$ cat config.mk
export PLATFORM = sky130hd
export DESIGN_NAME = mem_port_arbiter
export DESIGN_NICKNAME = d
export VERILOG_FILES = /design/src/rtl/mem_port_arbiter.sv
export SDC_FILE = /design/constraint.sdc
export NUM_CORES = 1
export LEC_CHECK = 0
export CORE_UTILIZATION = 33
export DETAILED_ROUTE_END_ITERATION = 7
export PLACE_DENSITY = 0.66
export SLEW_MARGIN = 20
export SYNTH_ARGS = -nofsm -noshare
export SYNTH_HDL_FRONTEND = slang
export SYNTH_SLANG_ARGS = --single-unit
$ cat constraint.sdc
create_clock -name clk -period 1.6 [get_ports clk]
set_clock_uncertainty 0.1 [all_clocks]
set_input_delay 0.32 -clock clk [delete_from_list [all_inputs] [get_ports clk]]
set_output_delay 0.32 -clock clk [all_outputs]
set_load 0.02 [all_outputs]
$ cat src/rtl/mem_port_arbiter.sv
// mem_port_arbiter: two-port round-robin front end serializing requests onto an 8x8 register memory
module mem_port_arbiter #(
  parameter int AW = 3,
  parameter int DW = 8
) (
  input  logic          clk,
  input  logic          rst,
  input  logic          req_valid_0,
  input  logic          req_rd_wr_0,
  input  logic [AW-1:0] req_addr_0,
  input  logic [DW-1:0] req_wdata_0,
  output logic          req_ready_0,
  output logic          rsp_valid_0,
  output logic [DW-1:0] rsp_rdata_0,
  input  logic          req_valid_1,
  input  logic          req_rd_wr_1,
  input  logic [AW-1:0] req_addr_1,
  input  logic [DW-1:0] req_wdata_1,
  output logic          req_ready_1,
  output logic          rsp_valid_1,
  output logic [DW-1:0] rsp_rdata_1,
  output logic          mem_enable,
  output logic          mem_rd_wr,
  output logic [AW-1:0] mem_addr,
  output logic [DW-1:0] mem_wr_data,
  input  logic [DW-1:0] mem_rd_data
);
  typedef enum logic [1:0] {IDLE, ACCESS, CAPTURE} state_t;
  state_t state, state_nx;
  logic last_grant, accept;
  always_comb begin
    req_ready_0 = ~rst & (state == IDLE) & req_valid_0 & (~req_valid_1 | last_grant);
    req_ready_1 = ~rst & (state == IDLE) & req_valid_1 & (~req_valid_0 | ~last_grant);
    accept = req_ready_0 | req_ready_1;
    state_nx = state == IDLE ? (accept ? ACCESS : IDLE) : state == ACCESS ? CAPTURE : IDLE;
  end
  always_ff @(posedge clk or posedge rst)
    if (rst) state <= IDLE;
    else state <= state_nx;
  always_ff @(posedge clk or posedge rst)
    if (rst) begin
      last_grant  <= 1'b1;
      mem_enable  <= 1'b0;
      mem_rd_wr   <= 1'b0;
      mem_addr    <= '0;
      mem_wr_data <= '0;
      rsp_valid_0 <= 1'b0;
      rsp_valid_1 <= 1'b0;
      rsp_rdata_0 <= '0;
      rsp_rdata_1 <= '0;
    end else begin
      mem_enable  <= accept;
      rsp_valid_0 <= (state == CAPTURE) & ~last_grant;
      rsp_valid_1 <= (state == CAPTURE) & last_grant;
      if ((state == CAPTURE) & mem_rd_wr & ~last_grant) rsp_rdata_0 <= mem_rd_data;
      if ((state == CAPTURE) & mem_rd_wr & last_grant) rsp_rdata_1 <= mem_rd_data;
      if (accept) begin
        last_grant  <= req_ready_1;
        mem_rd_wr   <= req_ready_1 ? req_rd_wr_1 : req_rd_wr_0;
        mem_addr    <= req_ready_1 ? req_addr_1 : req_addr_0;
        mem_wr_data <= req_ready_1 ? req_wdata_1 : req_wdata_0;
      end
    end
endmodule

==> results.py, run 1 <==
metrics = {
    "run_status": {
        "outcome": "finished, violations left",
        "violations": "setup timing",
    },
    "clock_tree": {
        "cts_buffer_depth": 2,
        "cts_root_buf": "clkbuf_8",
        "clkLatencyLatePin_ns": 0.28,
        "postCtsHoldBufs": 0,
        "postCtsSetupBuffers": 0,
        "cts_tree": "built",
        "path_clk_slew_ns": 0.07,
        "cts_made_buffers": 5,
        "clock_sinks": 34,
        "h-tree-depth": 2,
    },
    "timing": {
        "fin_crit_ns": 1.737,
        "fin_ws_ns": -0.1366,
        "finalHoldViolations": 0,
        "setup_viol": 2,
        "relSlewSlack": 0.8414,
        "timing.final.crit_share": 1.085,
        "finalMaxSlewViolations": 0,
        "tightest_slew_ns": 0.2377,
        "rsz0062_at_grt": "true",
        "max_freq_ghz": 0.5758,
    },
    "placement": {
        "placed_area_um2": 2330,
        "port_buffers": 68,
        "place.gp.congestion": 0.7912,
        "dp.final_hpwl_um": 2781,
    },
    "logic_synthesis": {
        "syn_inst": 125,
        "synth_cell_types": 26,
        "yosysTopAreaCellShare": 0.5361,
        "ys_seq_area_frac": 0.5532,
        "postSynthAreaPerCell_um2": 12.32,
        "synth_seq_cells": 34,
        "syn_area_um2": 1540,
        "synth_area_leaders": "dfrtp_1 (54%), mux2_4 (7.8%), mux2_2 (5.8%), a31oi_1 (5.3%), a21oi_1 (4.2%)",
        "ys.warnings.count": 0,
        "synth_top_area_cell": "dfrtp_1",
        "syn_nets": 161,
    },
    "drt": {
        "ant_nets": 0,
        "drt_iter0_drc": 45,
        "routedWlPerCell_um": 14.24,
        "num_vias": 1312,
        "drc": 0,
        "firstDrtPassIters": 5,
        "viasPerCell": 5.066,
        "postRouteWirelength_um": 3689,
    },
    "global_route": {
        "grt_antenna_before_repair": 0,
        "grt_pass1_wl_um": 6154,
        "track_usage": 0.1575,
        "grt_start_max_net_pins": 31,
        "grt_overflow_total": 0,
        "grt_pass1_vias": 1278,
    },
    "critical_path": {
        "reg2reg_from": "state[0]",
        "critPathLaunchType": "flop",
        "critPathMaxFanout": 3,
        "worstSetupStartpoint": "state[1]",
        "path_class": "flop to output pin",
        "critPathCaptureType": "output pin",
        "required_ns": 1.18,
        "arrival_ns": 1.32,
    },
    "power_and_ir_drop": {
        "p_comb_frac": 0.430,
        "power_leakage_uw": 0.001063,
        "power.density_nw_per_um2": 1430,
        "peakVddDrop_mv": 0.5281,
        "power.switching_fraction": 0.3522,
        "pwr-share-clk": 0.183,
        "p_switching_uw": 1218,
        "seq_power_share": 0.387,
        "p_total_uw": 3458,
        "power.internal_uw": 2240,
    },
    "die": {
        "coreArea_um2": 4414,
        "die_w_um": 70.32,
        "dieArea_um2": 4945,
        "die_y_um": 70.32,
        "ios": 69,
        "initial_core_util": 0.3489,
        "rows": 24,
    },
    "finish": {
        "nets": 242,
        "design_area_um2": 2419,
        "n_antenna_cell": 0,
        "final_util": 0.5479,
        "final_cell_mix": "clkdlybuf4s50_1 (33), dfrtp_1 (33), dlygate4sd2_1 (32)",
        "fill_cells": 375,
        "drive_gt1_frac": 0.2560,
        "synthToLayoutAreaGrowth_pct": 57.03,
    },
    "run": {
        "maxCapViolations": 0,
    },
    "hold_path": {
        "hold_path.class": "primary input to asynchronous set/reset pin",
    },
}
-- cell type report --
type | count | area, um^2 | share of cell area
clock buffers | 7 | 86.33 | 0.03570
flip-flops and latches | 34 | 852.1 | 0.3523
well taps | 52 | 65.06 | 0.02690
repair buffers | 82 | 773.2 | 0.3197
multi-input cells | 81 | 629.4 | 0.2602
inverters | 2 | 7.507 | 0.003104
clock inverters | 1 | 5.005 | 0.002069
-- critical path, cell delays in order, from the launching register on --
cell     delay (ns)
dfrtp_1        0.38
or3_4          0.44
nor2_4         0.10
buf_6          0.12
-- state kept, by name, indices dropped and copies added (netlist names) --
register     cells
rsp_rdata_1      8
mem_addr         3
mem_wr_data      8
rsp_rdata_0      8
rsp_valid_1      1
mem_rd_wr        1
rsp_valid_0      1
state            2
mem_enable       1
last_grant       1
-- power groups by stage --
stage	Sequential, uW	Combinational (uW)	Clock, uW
after CTS	1340	1470	655
after detailed placement	1360	1680	0
final	1340	1490	633
after global placement	1340	1660	0
after global routing	1370	1590	694
after floorplan	1710	488	0
-- what timing repair did --
| item | CTS | global route |
|---|---|---|
| resized for setup | 42 | 16 |
| hold endpoints to repair | 0 | 0 |
| setup endpoints to repair | 35 | 11 |
| gates cloned | 0 | 1 |
| pin swaps | 3 | 2 |
-- cell usage after synthesis --
cell,n
a21boi_1,1
o21ai_0,13
nand3_1,12
and2b_2,1
and2_4,2
clkbuf_2,1
clkbuf_1,1
nand2_2,1
dfstp_2,1
dfrtp_1,33
or3_4,1
nor2_1,2
mux2_2,8
a21oi_1,13
a21bo_2,1
and3b_2,1
mux2_4,8
buf_12,1
inv_1,2
and2_1,1
buf_6,4
buf_2,1
or2_1,1
nor3b_2,1
a31oi_1,13
nor3_4,1
-- path summary, 6_finish.rpt --
| kind | cells after the start | end | slack (ns) |
|---|---|---|---|
| max | 3 | req_ready_0 | -0.14 |
| min | 2 | state[0] | 0.06 |
| max reg2reg | 4 | rsp_rdata_0[1] | 0.06 |
| min reg2reg | 1 | rsp_rdata_1[6] | 0.40 |
| max in group asynchronous | 3 | rsp_rdata_1[4] | 0.92 |
| min in group clk | 3 | last_grant | 0.32 |
-- routing by layer --
metal | vias to the layer above | share of wire | GRT usage
li1 | 618 | - | -
met1 | 611 | 0.45 | 0.2019
met2 | 78 | 0.45 | 0.2444
met3 | 5 | 0.090 | 0.04906
met4 | 0 | 0.014 | 0.06667
met5 | - | 0 | 0
-- per-stage QoR --
step | hold slack [ns] | TNS (ns) | setup WS (ns) | cells
finish | 0.05726 | -0.2701 | -0.1366 | 259
floorplan | 0.2900 | -0.1449 | -0.07247 | 125
global route | 0.07122 | -0.3625 | -0.1852 | 259
CTS | 0.05939 | -0.2930 | -0.1475 | 258
detailed placement | 0.3948 | -5.044 | -0.7360 | 250
global placement | 0.3913 | -4.611 | -0.7313 | 250
-- kinds of logic (layout without fill, tap and decap cells) --
| logic type | after synthesis | count (layout) | synth area share |
|---|---|---|---|
| buffers and inverters | 10 | 92 | 0.05604 |
| muxes | 16 | 16 | 0.1365 |
| DFF | 34 | 34 | 0.5532 |
| and+or+nand+nor | 24 | 24 | 0.1056 |
| AOI/OAI and AO/OA | 41 | 41 | 0.1487 |
No activity file was read; power rests on OpenSTA's default activity.
==> run 2, diff against run 1 <==
--- a/config.mk
+++ b/config.mk
@@ -12,3 +12,4 @@
 export SYNTH_ARGS = -nofsm -noshare
 export SYNTH_HDL_FRONTEND = slang
 export SYNTH_SLANG_ARGS = --single-unit
+export TNS_END_PERCENT = 1
==> run 2 against run 1 <==
Clock power about the same. Global-route usage unchanged. Routed wire length down 0.68%. Register-to-register slack about the same. The flow still finishes with violations (setup timing). Total power down 0.11%. Largest power group unchanged. Non-clock buffer count down 1. Hold slack about the same. Largest cell class unchanged.
==> results.py, run 2 (synthesis gave the netlist of run 1 again) <==
metrics = {
    "clock_tree": {
        "postCtsHoldBufs": 0,
        "cts_made_buffers": 5,
        "h-tree-depth": 2,
        "postCtsSetupBuffers": 0,
        "cts_root_buf": "clkbuf_8",
        "cts_tree": "built",
        "cts_buffer_depth": 2,
        "path_clk_slew_ns": 0.07,
        "clkLatencyLatePin_ns": 0.28,
        "clock_sinks": 34,
    },
    "timing": {
        "holdWs_ns": 0.05705,
        "relSlewSlack": 0.8414,
        "max_freq_ghz": 0.5759,
        "finalMaxSlewViolations": 0,
        "rsz0062_at_grt": "true",
        "timing.final.crit_share": 1.085,
        "finalHoldViolations": 0,
        "setup_viol": 2,
        "fin_crit_ns": 1.736,
        "tightest_slew_ns": 0.2376,
        "fin_ws_ns": -0.1363,
    },
    "finish": {
        "n_antenna_cell": 0,
        "synthToLayoutAreaGrowth_pct": 56.70,
        "drive_gt1_frac": 0.2524,
        "multi_input_area_um2": 629.4,
        "reg_top3": "mem_wr_data (8), rsp_rdata_0 (8), rsp_rdata_1 (8)",
        "fill_cells": 376,
        "final_util": 0.5468,
        "seq_area_um2": 852.1,
        "nets": 241,
        "final_cell_mix": "clkdlybuf4s50_1 (33), dfrtp_1 (33), dlygate4sd2_1 (32)",
        "instances_no_fill": 258,
        "design_area_um2": 2414,
    },
    "drt": {
        "firstDrtPassIters": 4,
        "postRouteWirelength_um": 3664,
        "num_vias": 1302,
        "viasPerCell": 5.047,
        "ant_nets": 0,
        "routedWlPerCell_um": 14.20,
        "drc": 0,
        "drt_iter0_drc": 39,
    },
    "run_status": {
        "violations": "setup timing",
        "outcome": "finished, violations left",
    },
    "critical_path": {
        "rr_endpoint": "rsp_rdata_0[1]",
        "critPathCaptureType": "output pin",
        "reg2reg_from": "state[0]",
        "required_ns": 1.18,
        "path_class": "primary input to output pin",
        "reg2reg_depth": 4,
        "critPathMaxFanout": 4,
        "reg2reg_slack_ns": 0.06,
        "arrival_ns": 1.32,
        "critPathLaunchType": "primary input",
    },
    "global_route": {
        "track_usage": 0.1575,
        "grt_antenna_before_repair": 0,
        "grt_start_max_net_pins": 31,
        "grt_pass1_wl_um": 6154,
        "grt_overflow_total": 0,
        "grt_pass1_vias": 1278,
    },
    "power_and_ir_drop": {
        "power_leakage_uw": 0.001058,
        "power.density_nw_per_um2": 1431,
        "peakVddDrop_mv": 0.5271,
    },
    "die": {
        "die_y_um": 70.32,
        "rows": 24,
        "initial_core_util": 0.3489,
        "coreArea_um2": 4414,
        "ios": 69,
        "dieArea_um2": 4945,
        "die_w_um": 70.32,
    },
    "placement": {
        "placed_area_um2": 2330,
        "place_inst": 250,
        "port_buffers": 68,
        "dp.final_hpwl_um": 2781,
        "place.gp.congestion": 0.7912,
    },
    "run": {
        "maxCapViolations": 0,
    },
    "hold_path": {
        "hold_path.class": "primary input to asynchronous set/reset pin",
    },
}
[run 2: changes by cell type in the layout (fill, tap and decap cells not counted), sizes merged]
cell,change
buf,-1
[run 2: timing repair]
item / in CTS / in global routing
gates resized for setup: 42 / 15
cloned: 0 / 0
pin swaps: 3 / 1
setup endpoints to repair: 35 / 11
[run 2: through the flow]
stage,TNS (ns),total power (uW),setup slack (ns)
final,-0.2693,3454,-0.1363
after global routing,-0.3658,3648,-0.1852
after CTS,-0.2930,3466,-0.1475
after detailed placement,-5.044,3037,-0.7360
after global placement,-4.611,3003,-0.7313
after floorplan,-0.1449,2200,-0.07247
[run 2: area by class of cell]
type                    instances  share of cell area
flip-flops and latches         34              0.3530
inverters                       2            0.003110
multi-input cells              81              0.2608
clock buffers                   7             0.03577
clock inverters                 1            0.002074
well taps                      52             0.02696
repair buffers                 81              0.3183
[run 2: per-layer routing]
layer  routed length [um]  share of wire  track usage
met5                    0              0            0
met3                  331          0.090      0.04906
met1                 1636           0.45       0.2019
met2                 1646           0.45       0.2444
met4                   50          0.014      0.06667
[run 2: worst max-delay path by stage]
stage                     slack, ns         from          end
after detailed placement      -0.74          rst  req_ready_0
final                         -0.14  req_valid_1  req_ready_0
after CTS                     -0.15     state[0]  req_ready_1
after global placement        -0.73          rst  req_ready_1
after floorplan               -0.07     state[1]  req_ready_0
after global routing          -0.19     state[1]  req_ready_0
[run 2: power breakdown]
group	switching (uW)	leakage [uW]	internal [uW]
sequential	165	0.000399	1170
clock	286	0.0000482	347
combinational	764	0.000611	720
total	1220	0.00106	2240
[run 2: worst max-delay path: stages]
cell and delay [ns]:
clkdlybuf4s50_1 0.47, buf_4 0.12, inv_1 0.04, o21ai_2 0.18, nor2_4 0.06, buf_6 0.13
==> run 3, diff against run 2 <==
==> constraint.sdc (replaced) <==
create_clock -name clk -period 2.1 [get_ports clk]
set_clock_uncertainty 0.1 [all_clocks]
set_input_delay 0.42 -clock clk [delete_from_list [all_inputs] [get_ports clk]]
set_output_delay 0.42 -clock clk [all_outputs]
set_load 0.02 [all_outputs]
==> run 3 against run 2 <==
The flow now finishes without violations. Critical path depth unchanged. Register-to-register slack better by 0.51 ns. Utilization down 0.45 points. Non-clock buffer count down 3. Cell count down 1.2%. Flip-flop and latch count unchanged. Largest cell class unchanged.
==> results.py, run 3 (synthesis gave the netlist of run 1 again) <==
metrics = {
    "run_status": {
        "outcome": "complete, no violations",
    },
    "timing": {
        "max_freq_ghz": 0.5137,
        "fin_ws_ns": 0.1533,
        "finalHoldViolations": 0,
        "holdWs_ns": 0.3334,
        "fin_crit_ns": 1.947,
        "setup_viol": 0,
        "tightest_slew_ns": 0.4326,
        "timing.final.crit_share": 0.9270,
        "rsz0062_at_grt": "false",
        "finalMaxSlewViolations": 0,
        "relSlewSlack": 0.7116,
    },
    "die": {
        "die_y_um": 70.32,
        "dieArea_um2": 4945,
        "rows": 24,
        "initial_core_util": 0.3489,
        "ios": 69,
        "coreArea_um2": 4414,
        "die_w_um": 70.32,
    },
    "drt": {
        "ant_nets": 0,
        "drc": 0,
        "drt_iter0_drc": 37,
        "postRouteWirelength_um": 3699,
        "num_vias": 1276,
        "firstDrtPassIters": 4,
        "routedWlPerCell_um": 14.51,
        "viasPerCell": 5.004,
    },
    "clock_tree": {
        "postCtsSetupBuffers": 0,
        "path_clk_slew_ns": 0.07,
        "cts_tree": "built",
        "postCtsHoldBufs": 0,
        "cts_root_buf": "clkbuf_8",
        "clkLatencyLatePin_ns": 0.28,
        "h-tree-depth": 2,
        "clock_sinks": 34,
        "cts_made_buffers": 5,
        "cts_buffer_depth": 2,
    },
    "critical_path": {
        "crit_buf_inv": 4,
        "crit_slowest_cell": "clkdlybuf4s50_1",
        "rr_endpoint": "rsp_rdata_0[0]",
        "reg2reg_depth": 4,
        "cpLargestDelayFamily": "buffers and inverters",
        "path_cells": "clkdlybuf4s50_1, buf_4, inv_1, o21ai_0, nor2_1, buf_2",
        "reg2reg_from": "state[0]",
        "critPathLaunchType": "primary input",
        "reg2reg_slack_ns": 0.57,
        "required_ns": 1.58,
        "arrival_ns": 1.43,
        "max_stage_delay_ns": 0.47,
        "path_class": "primary input to output pin",
        "critPathMaxFanout": 4,
        "critPathCaptureType": "output pin",
    },
    "finish": {
        "nets": 238,
        "synthToLayoutAreaGrowth_pct": 55.40,
        "final_cell_mix": "clkdlybuf4s50_1 (65), dfrtp_1 (33), o21ai_0 (13), a21oi_1 (13), a31oi_1 (13)",
        "design_area_um2": 2394,
        "layout_commonest_cell": "clkdlybuf4s50_1",
        "drive_gt1_frac": 0.2266,
        "reg_top3": "mem_wr_data (8), rsp_rdata_0 (8), rsp_rdata_1 (8)",
        "n_antenna_cell": 0,
        "instances_no_fill": 255,
    },
    "power_and_ir_drop": {
        "peakVddDrop_mv": 0.4016,
        "power.density_nw_per_um2": 1179,
        "power_leakage_uw": 0.0009849,
        "p_total_uw": 2821,
    },
    "placement": {
        "place_inst": 247,
        "port_buffers": 68,
        "post-place-ws_ns": -0.4438,
        "placed_area_um2": 2295,
        "place.gp.congestion": 0.7740,
        "dp.final_hpwl_um": 2784,
    },
    "run": {
        "maxCapViolations": 0,
    },
    "global_route": {
        "grt_antenna_before_repair": 0,
        "track_usage": 0.1618,
        "grt_overflow_total": 0,
        "grt_pass1_vias": 1345,
        "grt_pass1_wl_um": 6361,
        "grt_start_max_net_pins": 35,
    },
    "hold_path": {
        "hold_path.class": "primary input to asynchronous set/reset pin",
    },
}
run 3: timing repair:
item                                    CTS  global route
endpoints found under the setup margin    2             1
resized for setup                         8             1
hold endpoints to repair                  0             0
run 3: final cells by class:
class	instances	area [um^2]
Clock buffer	8	110.1
Fill cell	373	2021
Inverter	2	7.507
Multi-Input combinational cell	81	601.8
Sequential cell	34	852.1
Tap cell	52	65.06
Timing Repair Buffer	78	757.0
run 3: metal layers:
metal | vias up | track usage | part of all wire
met1 | 599 | 0.1945 | 0.45
li1 | 607 | - | -
met5 | - | 0 | 0
met3 | 5 | 0.05772 | 0.092
met4 | 0 | 0.06000 | 0.013
met2 | 65 | 0.2646 | 0.45
run 3: worst max path at each step:
stage	slack, ns	depth (start not counted)	end	startpoint
final	0.15	6	req_ready_0	req_valid_1
after global routing	0.1	6	req_ready_0	req_valid_1
after CTS	0.05	6	req_ready_0	req_valid_1
after detailed placement	-0.44	4	req_ready_1	rst
after global placement	-0.43	4	req_ready_1	rst
after floorplan	0.33	3	req_ready_0	state[1]
run 3: report_power, final:
group | switching [uW] | leakage [uW] | internal (uW)
Clock | 223 | 0.0000575 | 331
Combinational | 556 | 0.000528 | 678
Sequential | 141 | 0.000399 | 893
run 3: through the flow:
| step | utilization | TNS, ns |
|---|---|---|
| 3_3_place_gp | 0.5198 | -0.8409 |
| 4_1_cts | 0.5437 | 0 |
| 3_5_place_dp | 0.5198 | -0.8710 |
| 5_1_grt | 0.5422 | 0 |
| 2_1_floorplan | - | 0 |
| 6_report | 0.5422 | 0 |
run 3: worst register-to-register path, stage by stage (launching register included):
cell	delay (ns)
dfrtp_1	0.38
buf_4	0.15
nor3b_2	0.19
and2_4	0.27
mux2_4	0.32
